===== src/rtl/spi_pkg.sv =====
// Shared types, widths and byte-packing helpers for the SPI frame scheduler.
package spi_pkg;

  localparam int FRAME_W = 14;
  localparam int BYTE_W  = 8;

  typedef enum logic [2:0] {
    IDLE,
    SETUP,
    SEND_HI,
    WAIT_HI,
    SEND_LO,
    WAIT_LO,
    GAP
  } sched_state_e;

  // The remote side rebuilds {upper, lower}[13:0], so the top two bits are padding.
  function automatic logic [BYTE_W-1:0] pack_hi(input logic [FRAME_W-1:0] data);
    return {2'b00, data[FRAME_W-1:BYTE_W]};
  endfunction

  function automatic logic [BYTE_W-1:0] pack_lo(input logic [FRAME_W-1:0] data);
    return data[BYTE_W-1:0];
  endfunction

endpackage


===== src/rtl/spi_frame_scheduler_if.sv =====
// Frame request side and spi_master byte-engine side of the scheduler, bundled.
interface spi_frame_scheduler_if;
  import spi_pkg::*;

  logic [FRAME_W-1:0] frame_data;
  logic               frame_valid;
  logic [BYTE_W-1:0]  spi_tx_data;
  logic               spi_start;
  logic               spi_ready;
  logic               spi_done;
  logic               ss;
  logic               busy;
  logic               frame_sent;
  logic               overrun;

  modport master (
    input  frame_data, frame_valid, spi_ready, spi_done,
    output spi_tx_data, spi_start, ss, busy, frame_sent, overrun
  );

  modport slave (
    output frame_data, frame_valid, spi_ready, spi_done,
    input  spi_tx_data, spi_start, ss, busy, frame_sent, overrun
  );

endinterface


===== src/rtl/spi_cycle_timer.sv =====
// Loadable down-counter; expired is high while the count sits at zero.
module spi_cycle_timer #(
  parameter int W = 8
) (
  input  logic         clk,
  input  logic         reset,
  input  logic         load,
  input  logic [W-1:0] load_value,
  output logic         expired
);

  logic [W-1:0] count_reg;

  always_ff @(posedge clk) begin
    if (!reset) begin
      count_reg <= '0;
    end else if (load) begin
      count_reg <= load_value;
    end else if (count_reg != '0) begin
      count_reg <= count_reg - 1'b1;
    end
  end

  assign expired = (count_reg == '0);

endmodule


===== src/rtl/spi_frame_scheduler.sv =====
// Sends a 14-bit value as a two-byte SPI frame (upper then lower) with ss framing,
// a minimum inter-frame gap and a one-deep pending buffer.
module spi_frame_scheduler
  import spi_pkg::*;
#(
  parameter int SS_SETUP   = 4,
  parameter int GAP_CYCLES = 100
) (
  input  logic                  clk,
  input  logic                  reset,
  spi_frame_scheduler_if.master bus
);

  localparam int SETUP_EFF = (SS_SETUP < 1) ? 1 : SS_SETUP;
  localparam int GAP_EFF   = (GAP_CYCLES < 1) ? 1 : GAP_CYCLES;
  localparam int MAX_EFF   = (SETUP_EFF > GAP_EFF) ? SETUP_EFF : GAP_EFF;
  localparam int TW        = $clog2(MAX_EFF + 1);
  // The timer is loaded on entry, so the state lasts load+1 cycles.
  localparam logic [TW-1:0] SETUP_LOAD = TW'(SETUP_EFF - 1);
  localparam logic [TW-1:0] GAP_LOAD   = TW'(GAP_EFF - 1);

  sched_state_e       state_reg, state_next;
  logic [FRAME_W-1:0] cur_reg, cur_next;
  logic [FRAME_W-1:0] pend_data_reg, pend_data_next;
  logic               pend_valid_reg, pend_valid_next;
  logic [BYTE_W-1:0]  tx_reg, tx_next;
  logic               start_reg, start_next;
  logic               ss_reg, ss_next;
  logic               sent_reg, sent_next;
  logic               overrun_reg, overrun_next;
  logic               timer_load;
  logic [TW-1:0]      timer_value;
  logic               timer_expired;
  logic               consume;

  spi_cycle_timer #(.W(TW)) u_timer (
    .clk        (clk),
    .reset      (reset),
    .load       (timer_load),
    .load_value (timer_value),
    .expired    (timer_expired)
  );

  always_ff @(posedge clk) begin
    if (!reset) begin
      state_reg      <= IDLE;
      cur_reg        <= '0;
      pend_data_reg  <= '0;
      pend_valid_reg <= 1'b0;
      tx_reg         <= '0;
      start_reg      <= 1'b0;
      ss_reg         <= 1'b1;
      sent_reg       <= 1'b0;
      overrun_reg    <= 1'b0;
    end else begin
      state_reg      <= state_next;
      cur_reg        <= cur_next;
      pend_data_reg  <= pend_data_next;
      pend_valid_reg <= pend_valid_next;
      tx_reg         <= tx_next;
      start_reg      <= start_next;
      ss_reg         <= ss_next;
      sent_reg       <= sent_next;
      overrun_reg    <= overrun_next;
    end
  end

  always_comb begin
    state_next      = state_reg;
    cur_next        = cur_reg;
    pend_data_next  = pend_data_reg;
    pend_valid_next = pend_valid_reg;
    tx_next         = tx_reg;
    start_next      = 1'b0;
    ss_next         = ss_reg;
    sent_next       = 1'b0;
    overrun_next    = 1'b0;
    timer_load      = 1'b0;
    timer_value     = '0;
    consume         = 1'b0;

    case (state_reg)
      IDLE: begin
        if (bus.frame_valid) begin
          cur_next    = bus.frame_data;
          ss_next     = 1'b0;
          timer_load  = 1'b1;
          timer_value = SETUP_LOAD;
          state_next  = SETUP;
        end
      end
      SETUP: begin
        if (timer_expired) state_next = SEND_HI;
      end
      SEND_HI: begin
        if (bus.spi_ready) begin
          tx_next    = pack_hi(cur_reg);
          start_next = 1'b1;
          state_next = WAIT_HI;
        end
      end
      WAIT_HI: begin
        if (bus.spi_done) state_next = SEND_LO;
      end
      SEND_LO: begin
        if (bus.spi_ready) begin
          tx_next    = pack_lo(cur_reg);
          start_next = 1'b1;
          state_next = WAIT_LO;
        end
      end
      WAIT_LO: begin
        if (bus.spi_done) begin
          ss_next     = 1'b1;
          sent_next   = 1'b1;
          timer_load  = 1'b1;
          timer_value = GAP_LOAD;
          state_next  = GAP;
        end
      end
      GAP: begin
        if (timer_expired) begin
          if (pend_valid_reg) begin
            consume     = 1'b1;
            cur_next    = pend_data_reg;
            ss_next     = 1'b0;
            timer_load  = 1'b1;
            timer_value = SETUP_LOAD;
            state_next  = SETUP;
          end else begin
            state_next = IDLE;
          end
        end
      end
      default: state_next = IDLE;
    endcase

    // A strobe in the same cycle the pending slot drains simply refills it.
    if (consume) pend_valid_next = 1'b0;
    if (bus.frame_valid && (state_reg != IDLE)) begin
      pend_data_next  = bus.frame_data;
      pend_valid_next = 1'b1;
      overrun_next    = pend_valid_reg && !consume;
    end
  end

  assign bus.spi_tx_data = tx_reg;
  assign bus.spi_start   = start_reg;
  assign bus.ss          = ss_reg;
  assign bus.busy        = (state_reg != IDLE);
  assign bus.frame_sent  = sent_reg;
  assign bus.overrun     = overrun_reg;

endmodule


===== src/flat_wrapper.sv =====
// flat-port wrapper written by rule: the top's interface ports become plain ports
module spi_frame_scheduler_flat import spi_pkg::*;
#(
  parameter int SS_SETUP   = 4,
  parameter int GAP_CYCLES = 100
)
  (clk, reset, bus_frame_data, bus_frame_valid, bus_spi_ready, bus_spi_done, bus_spi_tx_data, bus_spi_start, bus_ss, bus_busy, bus_frame_sent, bus_overrun);
  spi_frame_scheduler_if bus_i ();
  input  logic clk;
  input  logic reset;
  input wire logic [$bits(bus_i.frame_data)-1:0] bus_frame_data;
  input wire logic [$bits(bus_i.frame_valid)-1:0] bus_frame_valid;
  input wire logic [$bits(bus_i.spi_ready)-1:0] bus_spi_ready;
  input wire logic [$bits(bus_i.spi_done)-1:0] bus_spi_done;
  output wire logic [$bits(bus_i.spi_tx_data)-1:0] bus_spi_tx_data;
  output wire logic [$bits(bus_i.spi_start)-1:0] bus_spi_start;
  output wire logic [$bits(bus_i.ss)-1:0] bus_ss;
  output wire logic [$bits(bus_i.busy)-1:0] bus_busy;
  output wire logic [$bits(bus_i.frame_sent)-1:0] bus_frame_sent;
  output wire logic [$bits(bus_i.overrun)-1:0] bus_overrun;
  assign bus_i.frame_data = bus_frame_data;
  assign bus_i.frame_valid = bus_frame_valid;
  assign bus_i.spi_ready = bus_spi_ready;
  assign bus_i.spi_done = bus_spi_done;
  assign bus_spi_tx_data = bus_i.spi_tx_data;
  assign bus_spi_start = bus_i.spi_start;
  assign bus_ss = bus_i.ss;
  assign bus_busy = bus_i.busy;
  assign bus_frame_sent = bus_i.frame_sent;
  assign bus_overrun = bus_i.overrun;
  spi_frame_scheduler #(.SS_SETUP(SS_SETUP), .GAP_CYCLES(GAP_CYCLES)) u_core (.clk(clk), .reset(reset), .bus(bus_i));
endmodule

===== config.mk =====
export PLATFORM = sky130hd
export DESIGN_NAME = spi_frame_scheduler_flat
export DESIGN_NICKNAME = d
export VERILOG_FILES = /design/src/rtl/spi_pkg.sv /design/src/rtl/spi_frame_scheduler_if.sv /design/src/rtl/spi_cycle_timer.sv /design/src/rtl/spi_frame_scheduler.sv /design/src/flat_wrapper.sv
export SDC_FILE = /design/constraint.sdc
export NUM_CORES = 1
export LEC_CHECK = 0
export BUFFER_PORTS_ARGS = -buffer_cell sky130_fd_sc_hd__buf_4
export CAP_MARGIN = 20
export CORE_MARGIN = 5
export CORE_UTILIZATION = 59
export CTS_BUF_LIST = sky130_fd_sc_hd__clkbuf_8
export DETAILED_ROUTE_END_ITERATION = 7
export PLACE_DENSITY = 0.81
export SYNTH_ARGS = -nofsm -noshare
export SYNTH_HDL_FRONTEND = slang
export SYNTH_SLANG_ARGS = --single-unit

===== constraint.sdc =====
create_clock -name clk -period 2.15 [get_ports clk]
set_input_delay 0.215 -clock clk [delete_from_list [all_inputs] [get_ports clk]]
set_output_delay 0.215 -clock clk [all_outputs]
set_load 0.01 [all_outputs]

; Yosys cells after proc, flatten, opt, wreduce, memory -nomap -nowiden
; Index checks and enable logic that the tools add are counted.
[word_totals]
inputBits = 19
word_cells = 82
output_inout_bits = 13
register_bits = 51
[op_classes]
reduce_logical = 20
n_eq_ne = 14
add_sub_neg = 1
n_mux = 37
[ops]
columns = cell, n
row1 = 2-to-1 mux 14 bit, 3
row2 = 2-to-1 mux 7 bit, 4
row3 = one-hot mux 14 bit (2 select lines), 1
row4 = 2-to-1 mux 3 bit, 7
row5 = one-hot mux 3 bit (7 select lines), 1
row6 = one-hot mux 7 bit (3 select lines), 1
row7 = 2-to-1 mux 8 bit, 2
row8 = one-hot mux 8 bit (2 select lines), 1
row9 = 2-to-1 mux 1 bit, 13
row10 = "!= test 2 bit, second input constant", 5
row11 = "equality test 3 bit, second input constant", 3
row12 = nonzero test 2 bit, 4
row13 = zero test 7 bit, 1
row14 = AND reduction 7 bit, 1
row15 = nonzero test 7 bit, 1
row16 = "subtractor 7 x 1 -> 7 bit, second input constant", 1
row17 = "equality test 3 x 2 -> 1 bit, second input constant", 2
row18 = "!= test 2 x 1 -> 1 bit, second input constant", 3
row19 = one-hot mux 1 bit (3 select lines), 2
row20 = AND reduction 2 bit, 3
row21 = nonzero test 3 bit, 2
row22 = AND reduction 5 bit, 1
row23 = 2-to-1 mux 2 bit, 2
row24 = AND reduction 4 bit, 1
row25 = 6 further kinds, 7

; Logic depth before layout (Yosys ltp)
; Gate-level depths: netlist (run 1).
[logic_depth]
depth_word = 5
depth_mapped = 8
mapped_depth_nobuf = 6

; By module
; A second synthesis (run 1) with hierarchy kept.
[unflattened]
hier_cells = 253
hier_area_um2 = 2290.9
[by_module_without_submodules]
columns = mod, cells_each, area_each_um2, instances
row1 = spi_frame_scheduler, 209, 1879.3, 1
row2 = spi_cycle_timer, 44, 411.6, 1

; Worst setup path after synthesis (run 1)
; OpenSTA, ideal clock, no wires.
[synth_path]
kind = flip-flop to flip-flop
from = register u_core.u_timer.count_reg[0]
to = register u_core.cur_reg[10]
n_path_buf = 2
arrival_time_ns = 1.605
path_slack_ns = 0.401
path_stages_with_launch = 9
path_cell_list = dfxtp_1 -> inv_1 -> ha_1 -> nor4b_2 -> a31o_4 -> and2_4 -> buf_6 -> buf_12 -> a211oi_2
[synth_between]
elab_chain_cells = 3
[synth_rtl]
columns = element, line
row1 = start: declaration, spi_cycle_timer.sv:12  ; logic [W-1:0] count_reg;
row2 = start signal: assignment, spi_cycle_timer.sv:18  ; count_reg <= load_value;
row3 = start signal: assignment, spi_cycle_timer.sv:20  ; count_reg <= count_reg - 1'b1;
row4 = zero test 7 bit, spi_cycle_timer.sv:24  ; assign expired = (count_reg == '0);
row5 = != test 2 x 1 -> 1 bit (no line), --
row6 = AND reduction 4 bit (no line), --
row7 = end signal: assignment, spi_frame_scheduler.sv:57  ; cur_reg <= cur_next;
row8 = end: declaration, spi_frame_scheduler.sv:23  ; logic [FRAME_W-1:0] cur_reg, cur_next;
; Every way passes these cells.
; A chain may end at the register's enable or synchronous reset.

; Final worst setup path (run 1)
[layout_path]
from = register u_core.u_timer.count_reg[0]
to = register u_core.cur_reg[2]
; The elaborated chain is that of the path after synthesis.

==> results of run 1 <==
worst paths after layout:
path / to / cells past startpoint / slack, ns / startpoint
min: u_core.pend_data_reg[0] / 3 / 0.15 / bus_frame_data[0]
max: u_core.cur_reg[2] / 6 / 0.17 / u_core.u_timer.count_reg[0]
max reg2reg: u_core.cur_reg[2] / 6 / 0.17 / u_core.u_timer.count_reg[0]
min reg2reg: u_core.pend_data_reg[12] / 2 / 0.46 / u_core.pend_data_reg[12]
worst min-delay path, stage by stage:
cell and delay [ns]:
buf_4 0.11, nand2_1 0.05, a21oi_1 0.05
cell usage after synthesis (all sizes together), types with 2 or more instances:
cell type   n
dfxtp      51
a21oi      37
nand2      34
a211oi     22
mux2i      22
nor2       13
buf        12
o21ai      10
clkbuf      7
inv         4
nand3       4
nor3        4
xnor2       4
and2        3
and3        3
a311o       2
a31oi       2
ha          2
nor2b       2
nor3b       2
o21a        2
or3         2
or4b        2
power breakdown:
group | switching [mW] | internal, mW
logic | 0.941 | 0.718
clock network | 0.308 | 0.377
registers | 0.208 | 1.22
total | 1.46 | 2.31
cell families (layout without fill, tap and decap cells):
kind of cell | after synthesis | count (layout)
XOR/XNOR | 5 | 5
flip-flops | 51 | 51
AO/OA/AOI/OAI | 81 | 81
adder cells (fa/ha/maj) | 2 | 2
buffers and inverters | 24 | 54
AND/OR/NAND/NOR | 76 | 76
multiplexers | 22 | 22
area by class of cell:
cell class | instances | area (um2)
Sequential cell | 51 | 1020
Timing Repair Buffer | 41 | 308
Tap cell | 50 | 62.6
Clock inverter | 2 | 35.0
Inverter | 5 | 18.8
Clock buffer | 6 | 82.6
Multi-Input combinational cell | 186 | 1240
Fill cell | 324 | 1200
cells in the final DEF, fill, tap and decap left out, types with 2 or more instances in the layout:
| cell | n |
|---|---|
| a211oi_1 | 12 |
| a211oi_2 | 10 |
| a21oi_1 | 36 |
| a311o_1 | 2 |
| a31oi_1 | 2 |
| and3_1 | 3 |
| buf_4 | 41 |
| clkbuf_8 | 6 |
| dfxtp_1 | 51 |
| ha_1 | 2 |
| inv_1 | 4 |
| mux2i_1 | 22 |
| nand2_1 | 34 |
| nand3_1 | 4 |
| nor2_1 | 13 |
| nor2b_1 | 2 |
| nor3_1 | 3 |
| nor3b_1 | 2 |
| o21a_1 | 2 |
| o21ai_0 | 10 |
| xnor2_1 | 4 |
layer usage:
layer	routed length [um]	vias to the layer above	part of all wire, %	track usage, %
li1	-	999	-	-
met1	2510	941	47	28.1
met2	2440	49	46	32.3
met3	241	11	4.5	4.65
met4	107	0	2.0	7.65
met5	0	-	0	0
per-stage QoR:
step	worst slack (ns)	area, um2	std cells	util, %
final	0.168	2770	341	69.7
after global routing	0.0103	2770	341	69.7
after CTS	0.171	2770	341	69.7
after detailed placement	0.186	2650	333	66.7
after global placement	0.282	2650	333	66.7
after floorplan	0.401	2400	261	-
==> summary.md, run 1 <==
| Metric | Value |
|---|---|
| Syn Inst Count | `roughly 260` |
| N_diodes | `0` |
| Routed WL per cell | `15.6 um` |
| CTS clock-pin slew for the worst setup and hold paths | `0.09 ns` |
| XOR/XNOR Fraction of Synth Area | `1.82%` |
| Synth Area in Compound Gates | `23.4%` |
| Register bit total from synthesis | `51` |
| Power density cells | `1360 nW/um2` |
| Headroom to the max-slew limit | `between 40% and 50%` |
| Worst Setup Start Kind | `flop` |
| DP Wirelength | `around 3700 um` |
| Total clock sinks | `51` |
| Required time of the critical path | `approximately 2.3 ns` |
| GRT Residual Overflow | `0` |
| Yosys top cell area share | `a little over two fifths` |
| Initial core utilization | `a little over 60%` |
| Net count, final | `~310` |
| Vias in the first global route | `about 1,800` |
| Crit-path slowest cell | `nor4b_2` |
| Clock skew | `0.00931 ns` |
| Worst hold slack | `between 0.15 and 0.2 ns` |
| Seq/Total Area, Yosys | `42.5%` |
| Post-synthesis simple-gate area fraction | `16.1%` |
| CTS tree | `done` |
| Final wirelength | `roughly 5300 um` |
| Global-route wire length before repair | `a little under 9000 um` |
| Final setup fails | `0` |
| Total CTS buffers | `5` |
| H-tree depth | `2` |
| Post-synth EDFFs | `0` |
| Top Ports | `32` |
| # DRC | `0` |
| Synth Flop Type | `dfxtp_1` |
| Die X | `about 74 um` |
| Die area | `5450 um2` |
| IO Port Bufs | `31` |
| Fraction of layout cells with a size suffix above 1 | `around 23%` |
| CP Max Fanout | `15` |
| Clock latency on the worst-skew pair | `a little over 0.3 ns` |
| Worst hold-check path type | `input pin to flop` |
| Combinational family with the most area after synthesis | `compound AO/OA/AOI/OAI gates` |
| Fin. Hold Viols | `0` |
| CTS root buffer | `clkbuf_8` |
| Worst VDD drop | `between 1 and 1.5 mV` |
| Hold_buf cts | `0` |
| Die H | `73.8 um` |
| Crit end category | `flop` |
| Crit-path cells | `inv_1 > ha_1 > nor4b_2 > a31o_4 > and2_4 > a211oi_1` |
| Total of max-cap violations | `0` |
| RSZ-0062 raised after global routing | `false` |
| Netlist cell types | `between 40 and 50` |
| Post-synthesis mux area share | `9.16%` |
| Cell Rows | `23` |
| DR iter-0 viols | `approximately 120` |
| Gr usage total | `20.8%` |
| Post-Synth Adder-Cell Area | `under 10%` |
| Asr flop ratio synth | `0%` |
| Slew Viols, Final | `0` |
| Crit share post-route | `about 92%` |
| Routability Congestion | `slightly below 0.9` |
| Fmax | `between 500 and 600 MHz` |
| Routed Antenna Nets | `0` |
| Post-route minimum period | `roughly 2 ns` |
| Fin Setup TNS | `0 ns` |
| Post-CTS setup buffers | `0` |
| Synth area leaders | `dfxtp_1, mux2i_1, a21oi_1` |
| Worst-Margin Slew | `a little over 0.8 ns` |
| Via density | `slightly below 6` |
| Worst Path Arrival | `2.17 ns` |
| CTS max path bufs | `2` |
| Largest area contributor in the netlist | `dfxtp_1` |
| Leakage Power | `between 1 and 1.5 nW` |
| Core box area | `between 3000 and 4000 um2` |
| CP bufs+invs | `1` |
| Syn_area_per_cell | `slightly above 9 um2` |
| Critical Path Max Stage Delay | `around 0.5 ns` |
| First drt pass iteration count | `7` |
| YS warnings | `0` |
| Syn_nets | `around 280` |
| Initial antenna violation count | `0` |
| Status | `finished clean` |
| Tot Pwr | `~3.8 mW` |
| DR vias | `about 2,000` |
| Top delay family on crit path | `simple AND/OR/NAND/NOR gates` |
| Netlist Area Pre-Place | `~2400 um2` |
| Largest net degree at the start of global routing | `20` |
| CP Class | `flop to flop` |
| Area Growth Syn to Fin | `15.1%` |
| CTS resizes | `0` |
Power figures use the tool's default switching activity.
==> run 2, diff against run 1 <==
--- a/config.mk
+++ b/config.mk
@@ -11,7 +11,7 @@
 export CORE_UTILIZATION = 59
 export CTS_BUF_LIST = sky130_fd_sc_hd__clkbuf_8
 export DETAILED_ROUTE_END_ITERATION = 7
-export PLACE_DENSITY = 0.81
+export PLACE_DENSITY = 0.84
 export SYNTH_ARGS = -nofsm -noshare
 export SYNTH_HDL_FRONTEND = slang
 export SYNTH_SLANG_ARGS = --single-unit
==> summary.md, run 2 (synthesis gave the netlist of run 1 again) <==
| Metric | Value |
|---|---|
| Status | `finished clean` |
| Vias in the first global route | `1,948 (+7.4%)` |
| Initial antenna violation count | `0 (unchanged)` |
| Tot Pwr | `3.83 mW (+1.5%)` |
| Most frequent cells in the layout | `dfxtp_1, buf_4, a21oi_1` |
| Die area | `5450 um2 (unchanged)` |
| Global-route wire length before repair | `8730 um (-0.55%)` |
| Required time of the critical path | `2.34 ns (about the same)` |
| CTS resizes | `0 (unchanged)` |
| Final wirelength | `5190 um (-2.2%)` |
| H-tree depth | `2 (unchanged)` |
| Area Growth Syn to Fin | `15.7%` |
| Power density cells | `1380 nW/um2 (+1.0%)` |
| Register Area | `1020 um2 (unchanged)` |
| CTS max path bufs | `2 (unchanged)` |
| Fraction of layout cells with a size suffix above 1 | `22.7% (-0.34 points)` |
| Total clock sinks | `51 (unchanged)` |
| CP Class | `flop to flop` |
| Gr usage total | `20.6% (-0.23 points)` |
| GRT Residual Overflow | `0 (unchanged)` |
| Total of max-cap violations | `0 (unchanged)` |
| Worst hold-check path type | `input pin to flop` |
| Worst flop-to-flop path endpoint | `u_core.cur_reg[13]` |
| CTS clock-pin slew for the worst setup and hold paths | `0.09 ns (about the same)` |
| First drt pass iteration count | `4 (-3)` |
| Routed WL per cell | `15.2 um (-2.2%)` |
| Hold path startpoint | `bus_frame_data[3]` |
| DR vias | `1,999 (-0.050%)` |
| Worst VDD drop | `1.08 mV (+5.8%)` |
| Most common cell after layout, fill and taps aside | `dfxtp_1` |
| Routed Antenna Nets | `0 (unchanged)` |
| Worst-Margin Slew | `0.795 ns (-0.0327 ns)` |
| Worst Hold Depth | `3 (unchanged)` |
| Post-CTS setup buffers | `0 (unchanged)` |
| Crit end category | `flop` |
| Net count, final | `311 (unchanged)` |
| Headroom to the max-slew limit | `47.0% (+2.2 points)` |
| Post-route minimum period | `2.04 ns (+0.0579 ns)` |
| Core box area | `3970 um2 (unchanged)` |
| Initial core utilization | `60.6% (unchanged)` |
| # DRC | `0 (unchanged)` |
| Fin Setup TNS | `0 ns (unchanged)` |
| Die H | `73.8 um (unchanged)` |
| CTS tree | `done` |
| Reg2reg start | `u_core.u_timer.count_reg[0]` |
| RSZ-0062 raised after global routing | `false` |
| Via density | `5.86 (about the same)` |
| Largest net degree at the start of global routing | `17 (-15%)` |
| Slew Viols, Final | `0 (unchanged)` |
| CP Max Fanout | `15 (unchanged)` |
| Clock latency on the worst-skew pair | `0.31 ns (about the same)` |
| Cell Rows | `23 (unchanged)` |
| Die X | `73.8 um (unchanged)` |
| DP Wirelength | `3640 um (-1.7%)` |
| Worst r2r path cells | `6 (unchanged)` |
| Hold_buf cts | `0 (unchanged)` |
| Leakage Power | `1.14 nW (+0.69%)` |
| Area of the multi-input gates | `1240 um2 (unchanged)` |
| Top Ports | `32 (unchanged)` |
| Fin. Hold Viols | `0 (unchanged)` |
| IO Port Bufs | `31 (unchanged)` |
| Clock skew | `0.00828 ns (-0.00103 ns)` |
| R2r setup slk | `0.11 ns (-0.06 ns)` |
| Crit share post-route | `94.9% (+2.7 points)` |
| Fmax | `490 MHz (-2.8%)` |
| Total CTS buffers | `5 (unchanged)` |
| Worst Path Arrival | `2.23 ns (+0.06 ns)` |
| Worst Hold Path EP | `u_core.pend_data_reg[3]` |
| Fillers | `312 (-3.7%)` |
| Worst Setup Start Kind | `flop` |
| Routability Congestion | `0.893 (+1.8%)` |
| N_diodes | `0 (unchanged)` |
| Final setup fails | `0 (unchanged)` |
| CTS root buffer | `clkbuf_8` |
| DR iter-0 viols | `163 (+35%)` |
==> run 2: cell count changes in the layout (fill, tap and decap cells not counted), sizes merged <==
cell and delta:
clkinv -1, inv +1, clkbuf -1, bufinv +1
==> run 2: worst max-delay path, cell delays in order, from the launching register on <==
cell      delay [ns]
dfxtp_1         0.34
inv_1           0.13
ha_1            0.18
nor4b_2         0.52
a31o_4          0.34
and2_4          0.30
a211oi_1        0.11
==> run 2: layout make-up <==
type,count,area share [%]
multi-input cells,186,44.6
flip-flops and latches,51,36.7
repair buffers,41,11.1
clock buffers,5,2.47
clock inverters,3,2.29
well taps,50,2.25
inverters,5,0.674
==> run 2: where the power goes <==
part           internal [mW]  leakage (nW)  switching, mW  total, mW
Sequential              1.22         0.418          0.207       1.43
Clock                  0.460        0.0695          0.312      0.772
Combinational          0.717         0.648          0.913       1.63
==> run 2: worst max-delay path by stage <==
stage          depth (start not counted)                        start  slack [ns]                  to
4_1_cts                                6  u_core.u_timer.count_reg[0]        0.15  u_core.cur_reg[13]
2_1_floorplan                          8  u_core.u_timer.count_reg[0]        0.40  u_core.cur_reg[10]
5_1_grt                                6  u_core.u_timer.count_reg[0]        0.01  u_core.cur_reg[13]
3_5_place_dp                           6  u_core.u_timer.count_reg[0]        0.19   u_core.cur_reg[2]
3_3_place_gp                           6  u_core.u_timer.count_reg[0]        0.29   u_core.cur_reg[2]
6_report                               6  u_core.u_timer.count_reg[0]        0.11  u_core.cur_reg[13]
==> run 2: routing by layer <==
| metal | part of all wire, % | routed length [um] | track usage (%) |
|---|---|---|---|
| met5 | 0 | 0 | 0 |
| met4 | 1.5 | 80 | 8.05 |
| met3 | 5.1 | 267 | 3.56 |
| met2 | 48 | 2520 | 34.7 |
| met1 | 45 | 2320 | 25.8 |
==> run 2: through the flow <==
stage	instances	setup WS, ns	instance area [um2]	utilization [%]	hold slack, ns
finish	341	0.110	2780	70.1	0.157
global route	341	0.0141	2780	70.1	0.164
CTS	341	0.146	2780	70.1	0.158
detailed placement	333	0.191	2650	66.7	0.447
global placement	333	0.292	2650	66.7	0.441
floorplan	261	0.401	2400	-	0.351
